File: config.mk
export PLATFORM = sky130hd
export DESIGN_NAME = aes_subbytes_share_seq
export DESIGN_NICKNAME = d
export VERILOG_FILES = /design/src/rtl/aes_share_pkg.sv /design/src/rtl/aes_share_lfsr32.sv /design/src/rtl/aes_subbytes_share_seq.sv
export SDC_FILE = /design/constraint.sdc
export NUM_CORES = 1
export LEC_CHECK = 0
export CELL_PAD_IN_SITES_DETAIL_PLACEMENT = 1
export CELL_PAD_IN_SITES_GLOBAL_PLACEMENT = 1
export CORE_MARGIN = 8
export CORE_UTILIZATION = 30
export DETAILED_ROUTE_END_ITERATION = 10
export PLACE_DENSITY_LB_ADDON = 0.1
export SYNTH_ARGS = -nofsm -noshare
export SYNTH_HDL_FRONTEND = slang
export SYNTH_SLANG_ARGS = --single-unit
File: constraint.sdc
create_clock -name clk -period 1.93 [get_ports clk]
set_input_delay 0.386 -clock clk [delete_from_list [all_inputs] [get_ports clk]]
set_output_delay 0.386 -clock clk [all_outputs]
set_load 0.1 [all_outputs]
File: src/rtl/aes_share_pkg.sv
// Shared types and constants for the two-share masked SubBytes sequencer.
// Holds the sequencer FSM encoding, the LFSR polynomial/seed and the state size.
package aes_share_pkg;

  localparam int          NBYTES         = 16;
  localparam logic [31:0] LFSR_POLY      = 32'h0040_0007;
  localparam logic [31:0] LFSR_SEED_DFLT = 32'h0000_0001;

  typedef enum logic [1:0] {
    IDLE,
    FEED,
    DRAIN,
    DONE
  } seq_state_e;

endpackage

File: src/rtl/aes_share_lfsr32.sv
// 32-bit Galois LFSR (x^32+x^22+x^2+x+1) feeding S-box randomness; a zero seed is
// replaced by the nonzero default so the register can never lock up.
module aes_share_lfsr32
  import aes_share_pkg::*;
(
  input  logic        clk,
  input  logic        rst_n,
  input  logic        load,
  input  logic        en,
  input  logic [31:0] seed,
  output logic [27:0] rnd
);

  logic [31:0] state_q;

  always_ff @(posedge clk or negedge rst_n) begin
    if (!rst_n) begin
      state_q <= LFSR_SEED_DFLT;
    end else if (load) begin
      state_q <= (seed == '0) ? LFSR_SEED_DFLT : seed;
    end else if (en) begin
      state_q <= {state_q[30:0], 1'b0} ^ (state_q[31] ? LFSR_POLY : '0);
    end
  end

  assign rnd = state_q[27:0];

endmodule

File: src/rtl/aes_subbytes_share_seq.sv
// Streams a two-share AES state byte-by-byte through an external pipelined masked
// S-box and reassembles the result; result valid NBYTES+SBOX_LAT edges after accept.
module aes_subbytes_share_seq
  import aes_share_pkg::*;
#(
  parameter int SBOX_LAT = 2,
  parameter int NBYTES   = aes_share_pkg::NBYTES
) (
  input  logic                clk,
  input  logic                rst_n,
  input  logic                in_valid,
  output logic                in_ready,
  input  logic                in_ed,
  input  logic [8*NBYTES-1:0] in_share0,
  input  logic [8*NBYTES-1:0] in_share1,
  input  logic [31:0]         in_seed,
  output logic [7:0]          sb_a,
  output logic [7:0]          sb_b,
  output logic                sb_ed,
  output logic [27:0]         sb_random,
  input  logic [7:0]          sb_s0,
  input  logic [7:0]          sb_s1,
  output logic                out_valid,
  input  logic                out_ready,
  output logic [8*NBYTES-1:0] out_share0,
  output logic [8*NBYTES-1:0] out_share1
);

  localparam int               CNT_W = $clog2(NBYTES);
  localparam logic [CNT_W-1:0] LAST  = CNT_W'(NBYTES - 1);

  seq_state_e state_q, state_d;

  logic [NBYTES-1:0][7:0] s0_q, s1_q, out0_q, out1_q;
  logic                   ed_q;
  logic [CNT_W-1:0]       cnt_q;
  logic [SBOX_LAT-1:0]    pipe_vld;
  logic [CNT_W-1:0]       pipe_idx [SBOX_LAT];
  logic [27:0]            lfsr_rnd;

  logic accept, feed, cap;
  logic [CNT_W-1:0] cap_idx;

  assign accept  = (state_q == IDLE) && in_valid;
  assign feed    = (state_q == FEED);
  assign cap     = pipe_vld[SBOX_LAT-1];
  assign cap_idx = pipe_idx[SBOX_LAT-1];

  always_ff @(posedge clk or negedge rst_n) begin
    if (!rst_n) state_q <= IDLE;
    else        state_q <= state_d;
  end

  always_comb begin
    state_d = state_q;
    case (state_q)
      IDLE:    if (in_valid)                 state_d = FEED;
      FEED:    if (cnt_q == LAST)            state_d = DRAIN;
      DRAIN:   if (cap && (cap_idx == LAST)) state_d = DONE;
      DONE:    if (out_ready)                state_d = IDLE;
      default:                               state_d = IDLE;
    endcase
  end

  // Share buses are forced to zero outside FEED so no share value lingers on them.
  always_comb begin
    in_ready  = (state_q == IDLE);
    out_valid = (state_q == DONE);
    sb_a      = '0;
    sb_b      = '0;
    sb_random = '0;
    if (feed) begin
      sb_a      = s0_q[cnt_q];
      sb_b      = s1_q[cnt_q];
      sb_random = lfsr_rnd;
    end
  end

  assign sb_ed      = ed_q;
  assign out_share0 = out0_q;
  assign out_share1 = out1_q;

  always_ff @(posedge clk or negedge rst_n) begin
    if (!rst_n) begin
      s0_q  <= '0;
      s1_q  <= '0;
      ed_q  <= 1'b1;
      cnt_q <= '0;
    end else if (accept) begin
      s0_q  <= in_share0;
      s1_q  <= in_share1;
      ed_q  <= in_ed;
      cnt_q <= '0;
    end else if (feed) begin
      cnt_q <= cnt_q + 1'b1;
    end
  end

  // Issue tracker mirrors the S-box latency so each returning byte lands in its own slot.
  always_ff @(posedge clk or negedge rst_n) begin
    if (!rst_n) begin
      pipe_vld <= '0;
      for (int k = 0; k < SBOX_LAT; k++) pipe_idx[k] <= '0;
    end else begin
      pipe_vld[0] <= feed;
      pipe_idx[0] <= cnt_q;
      for (int k = 1; k < SBOX_LAT; k++) begin
        pipe_vld[k] <= pipe_vld[k-1];
        pipe_idx[k] <= pipe_idx[k-1];
      end
    end
  end

  always_ff @(posedge clk or negedge rst_n) begin
    if (!rst_n) begin
      out0_q <= '0;
      out1_q <= '0;
    end else if (cap) begin
      out0_q[cap_idx] <= sb_s0;
      out1_q[cap_idx] <= sb_s1;
    end
  end

  aes_share_lfsr32 u_lfsr (
    .clk   (clk),
    .rst_n (rst_n),
    .load  (accept),
    .en    (feed),
    .seed  (in_seed),
    .rnd   (lfsr_rnd)
  );

endmodule

==> impl_metrics.py <==
metrics = {
    "hold_path": {
        "worstHoldStart": "in_ed",
        "hold_depth": 3,
        "holdPathEnd": "sb_ed",
        "hold_class": "input port to flop",
    },
    "route": {
        "ant_nets": 0,
        "finalWirelength_um": 94900,
        "dr_total_vias": 18837,
        "drtIter0Drc": 1047,
        "drt-met1-wl_um": 38100,
        "top_layer": "met5",
        "wl_met2_um": 48200,
        "first_pass_iters": 5,
        "vias_per_cell": 4.73,
        "drc": 0,
        "wl_per_cell_um": 23.8,
        "dr_wl_met3_um": 5690,
    },
    "job": {
        "drv_cap": 0,
    },
    "clock_tree": {
        "clkTransAtPathRegs_ns": 0.06,
        "cts_root_buf": "clkbuf_16",
        "clk_latency_ns": 0.59,
        "cts_max_level": 3,
        "numCtsBuffers": 66,
        "clock_tree.buffer_depth": 3,
        "cts_tree": "built",
        "cts.sink_count": 561,
    },
    "power_and_ir_drop": {
        "irDropWorstVdd_uv": 1070,
        "power_w": 0.0653,
        "power_leakage_nw": 16.8,
        "p_per_area_mw_per_mm2": 1860,
    },
    "global_routing": {
        "antenna_found_initial": 16,
        "grt_first_pass_wirelength_um": 139000,
        "grt_start_max_net_pins": 116,
        "grt_usage_pct": 21.0,
        "overflow": 0,
        "grt_pass1_vias": 20862,
    },
    "cells_and_area": {
        "area_delta_synth_final_pct": 49.2,
        "fin_util_pct": 44.9,
        "layout-drive-gt1-share_pct": 32.8,
        "fin_area_mm2": 0.0352,
        "n_fill_cell": 8508,
        "instances_no_fill": 3983,
        "final_nets": 3186,
    },
    "setup_path": {
        "cp_top_family": "flip-flops",
        "r2r_setup_slack_ns": 0.05,
        "path_cells": "buf_12 > mux2i_1 > a22oi_1 > nand2_2 > o22ai_4 > buf_12",
        "crit_buf_inv": 2,
        "start_kind": "flop",
        "critPathMaxFanout": 27,
        "max_stage_delay_ns": 0.53,
        "r2r_start": "state_q[0]",
        "crit_path_frequent_cell": "buf_12",
        "slowest_stage": "dfrtp_4",
        "worstReg2RegEnd": "state_q[1]",
        "cp-end-kind": "primary output",
        "path_class": "flop to primary output",
        "worstPathRequired_ns": 1.54,
        "crit_arrival_ns": 2.37,
        "r2r_cells": 8,
    },
    "logic_synthesis": {
        "synth_edf_count": 0,
        "avgSynthCellArea_um2": 10.9,
        "yosys_warnings": 0,
        "yosys.area.top_type": "dfrtp_1",
        "synth_cell_types": 35,
        "yosysMostFrequentCell": "nand2_1",
        "syn-cell-area_mm2": 0.0236,
        "ys_seq_elements": 561,
        "synthTopCellsByCount": "nand2_1, dfrtp_1, mux2_2",
        "synth_top_area_share_pct": 59.3,
        "yosysSeqAreaShare_pct": 59.5,
        "ys_async_sr_fraction_pct": 100,
        "syn_inst": 2171,
        "synth-main-ff-cell": "dfrtp_1",
        "synth_area_leaders": "dfrtp_1, nand2_1, mux2_2, mux2i_1, a22oi_1",
        "synthesis.nets": 2485,
    },
    "outcome": {
        "outcome": "finished with violations",
        "violations": "negative setup slack",
    },
    "placed_design": {
        "dp.cells": 3801,
        "gp_congestion": 0.846,
        "placed_cell_area_mm2": 0.0320,
        "hpwl_um": 71500,
        "port_buffers": 611,
        "pre_cts_slack_ns": -0.476,
    },
    "floorplan": {
        "fp-row-count": 103,
        "die_h_um": 296,
        "design.core.area_mm2": 0.0784,
        "die_x_um": 296,
        "boundaryPins": 612,
        "die_area_mm2": 0.0878,
        "initial_core_util_pct": 30.1,
    },
    "sta": {
        "slew_headroom_pct": 66.3,
        "finalSetupViolCount": 44,
        "period_needed_ns": 2.75,
        "setup_slack_ns": -0.822,
        "min_period_over_period_pct": 143,
        "finClkSkew_ns": 0.0202,
        "fmax_mhz": 363,
        "finalHoldViolCount": 0,
        "worst-slew-pin-transition_ns": 0.506,
        "grt_setup_unrepaired": "yes",
        "final-max-slew-violation-count": 0,
    },
}
## metrics by stage
stage          hold WS, ns  setup TNS [ns]
6_report             0.312          -24.52
2_1_floorplan       0.0904           -2.98
5_1_grt              0.311          -28.11
3_3_place_gp         0.320           -5.76
4_1_cts              0.264          -25.88
3_5_place_dp         0.333           -6.35
## sequential cells by signal, indices dropped and copies added, names as in the netlist
register        count
cnt_q               4
out_share1        128
out_share0        128
s1_q              128
sb_ed               1
pipe_vld            2
s0_q              128
u_lfsr.state_q     32
cap_idx             4
pipe_idx            4
state_q             2
## area by class of cell
| type | count | area, µm² | area share [%] |
|---|---|---|---|
| tap | 1050 | 1310 | 3.73 |
| multi-input combinational | 1466 | 9470 | 26.9 |
| antenna | 9 | 22.5 | 0.0640 |
| sequential | 561 | 14000 | 39.9 |
| inverter | 4 | 15.0 | 0.0427 |
| clock inverter | 28 | 389 | 1.11 |
| clock buffer | 92 | 1940 | 5.52 |
| timing repair buffer | 773 | 7980 | 22.7 |
## routing by layer
layer / up-vias / track usage (%)
met2: 524 / 36.4
met5: - / 0
li1: 8593 / -
met3: 139 / 4.63
met4: 10 / 7.53
met1: 9571 / 25.6
## worst reg2reg max path, cell delays in order (launching register included)
cell and delay, ns:
dfrtp_1 0.44, ha_4 0.23, buf_6 0.13, buf_12 0.13
buf_4 0.14, buf_4 0.15, a21oi_2 0.16, nand3_2 0.10
mux2_2 0.29
## power breakdown
part           total (W)  leakage (nW)  switching [W]  internal, W
clock network     0.0133          1.15        0.00514      0.00814
registers         0.0193          7.11        0.00325       0.0161
logic             0.0327          8.57         0.0220       0.0107
## what timing repair did
action	in CTS	in global routing
setup endpoints to repair	46	69
endpoints found under the hold margin	16	0
buffers inserted	22	27
cloned	7	1
resized for setup	69	31
hold buffers	1	0
pin swaps	57	31
## cells in the final DEF (no fill, tap or decap), drive strengths merged
cell,n
nor4,8
dfrtp,559
a21oi,28
xnor2,5
clkdlybuf4s50,307
clkbuf,93
and2,31
o21ai,36
nand2,840
ha,5
buf,464
clkinv,14
mux2,257
nand3b,4
nor2b,6
o22ai,15
a22oi,61
mux4,2
a221oi,2
diode,9
inv,8
nor3b,1
nand4,2
or3,3
nor2,20
o21a,1
bufinv,8
nand2b,4
and3,1
nand3,4
clkinvlp,2
dlygate4sd3,1
dfstp,2
xor2,1
mux2i,129
## kinds of logic after synthesis
logic type / share of synthesized area [%]
compound gates: 3.80
xor+xnor: 0.223
fa+ha+maj: 0.265
buf+inv: 2.69
flops: 59.5
mux: 18.0
simple gates: 15.5
## worst max path at each step
stage,startpoint,endpoint,slack [ns],depth (start not counted)
2_1_floorplan,cnt_q[0],sb_a[2],-0.22,7
3_3_place_gp,cnt_q[0],sb_b[0],-0.43,5
3_5_place_dp,cnt_q[0],sb_b[2],-0.48,5
4_1_cts,cnt_q[0],sb_a[4],-0.86,6
5_1_grt,cnt_q[0],sb_a[4],-0.90,6
6_report,cnt_q[0],sb_a[4],-0.82,6
Note: power is estimated with default switching activity, not from simulation.
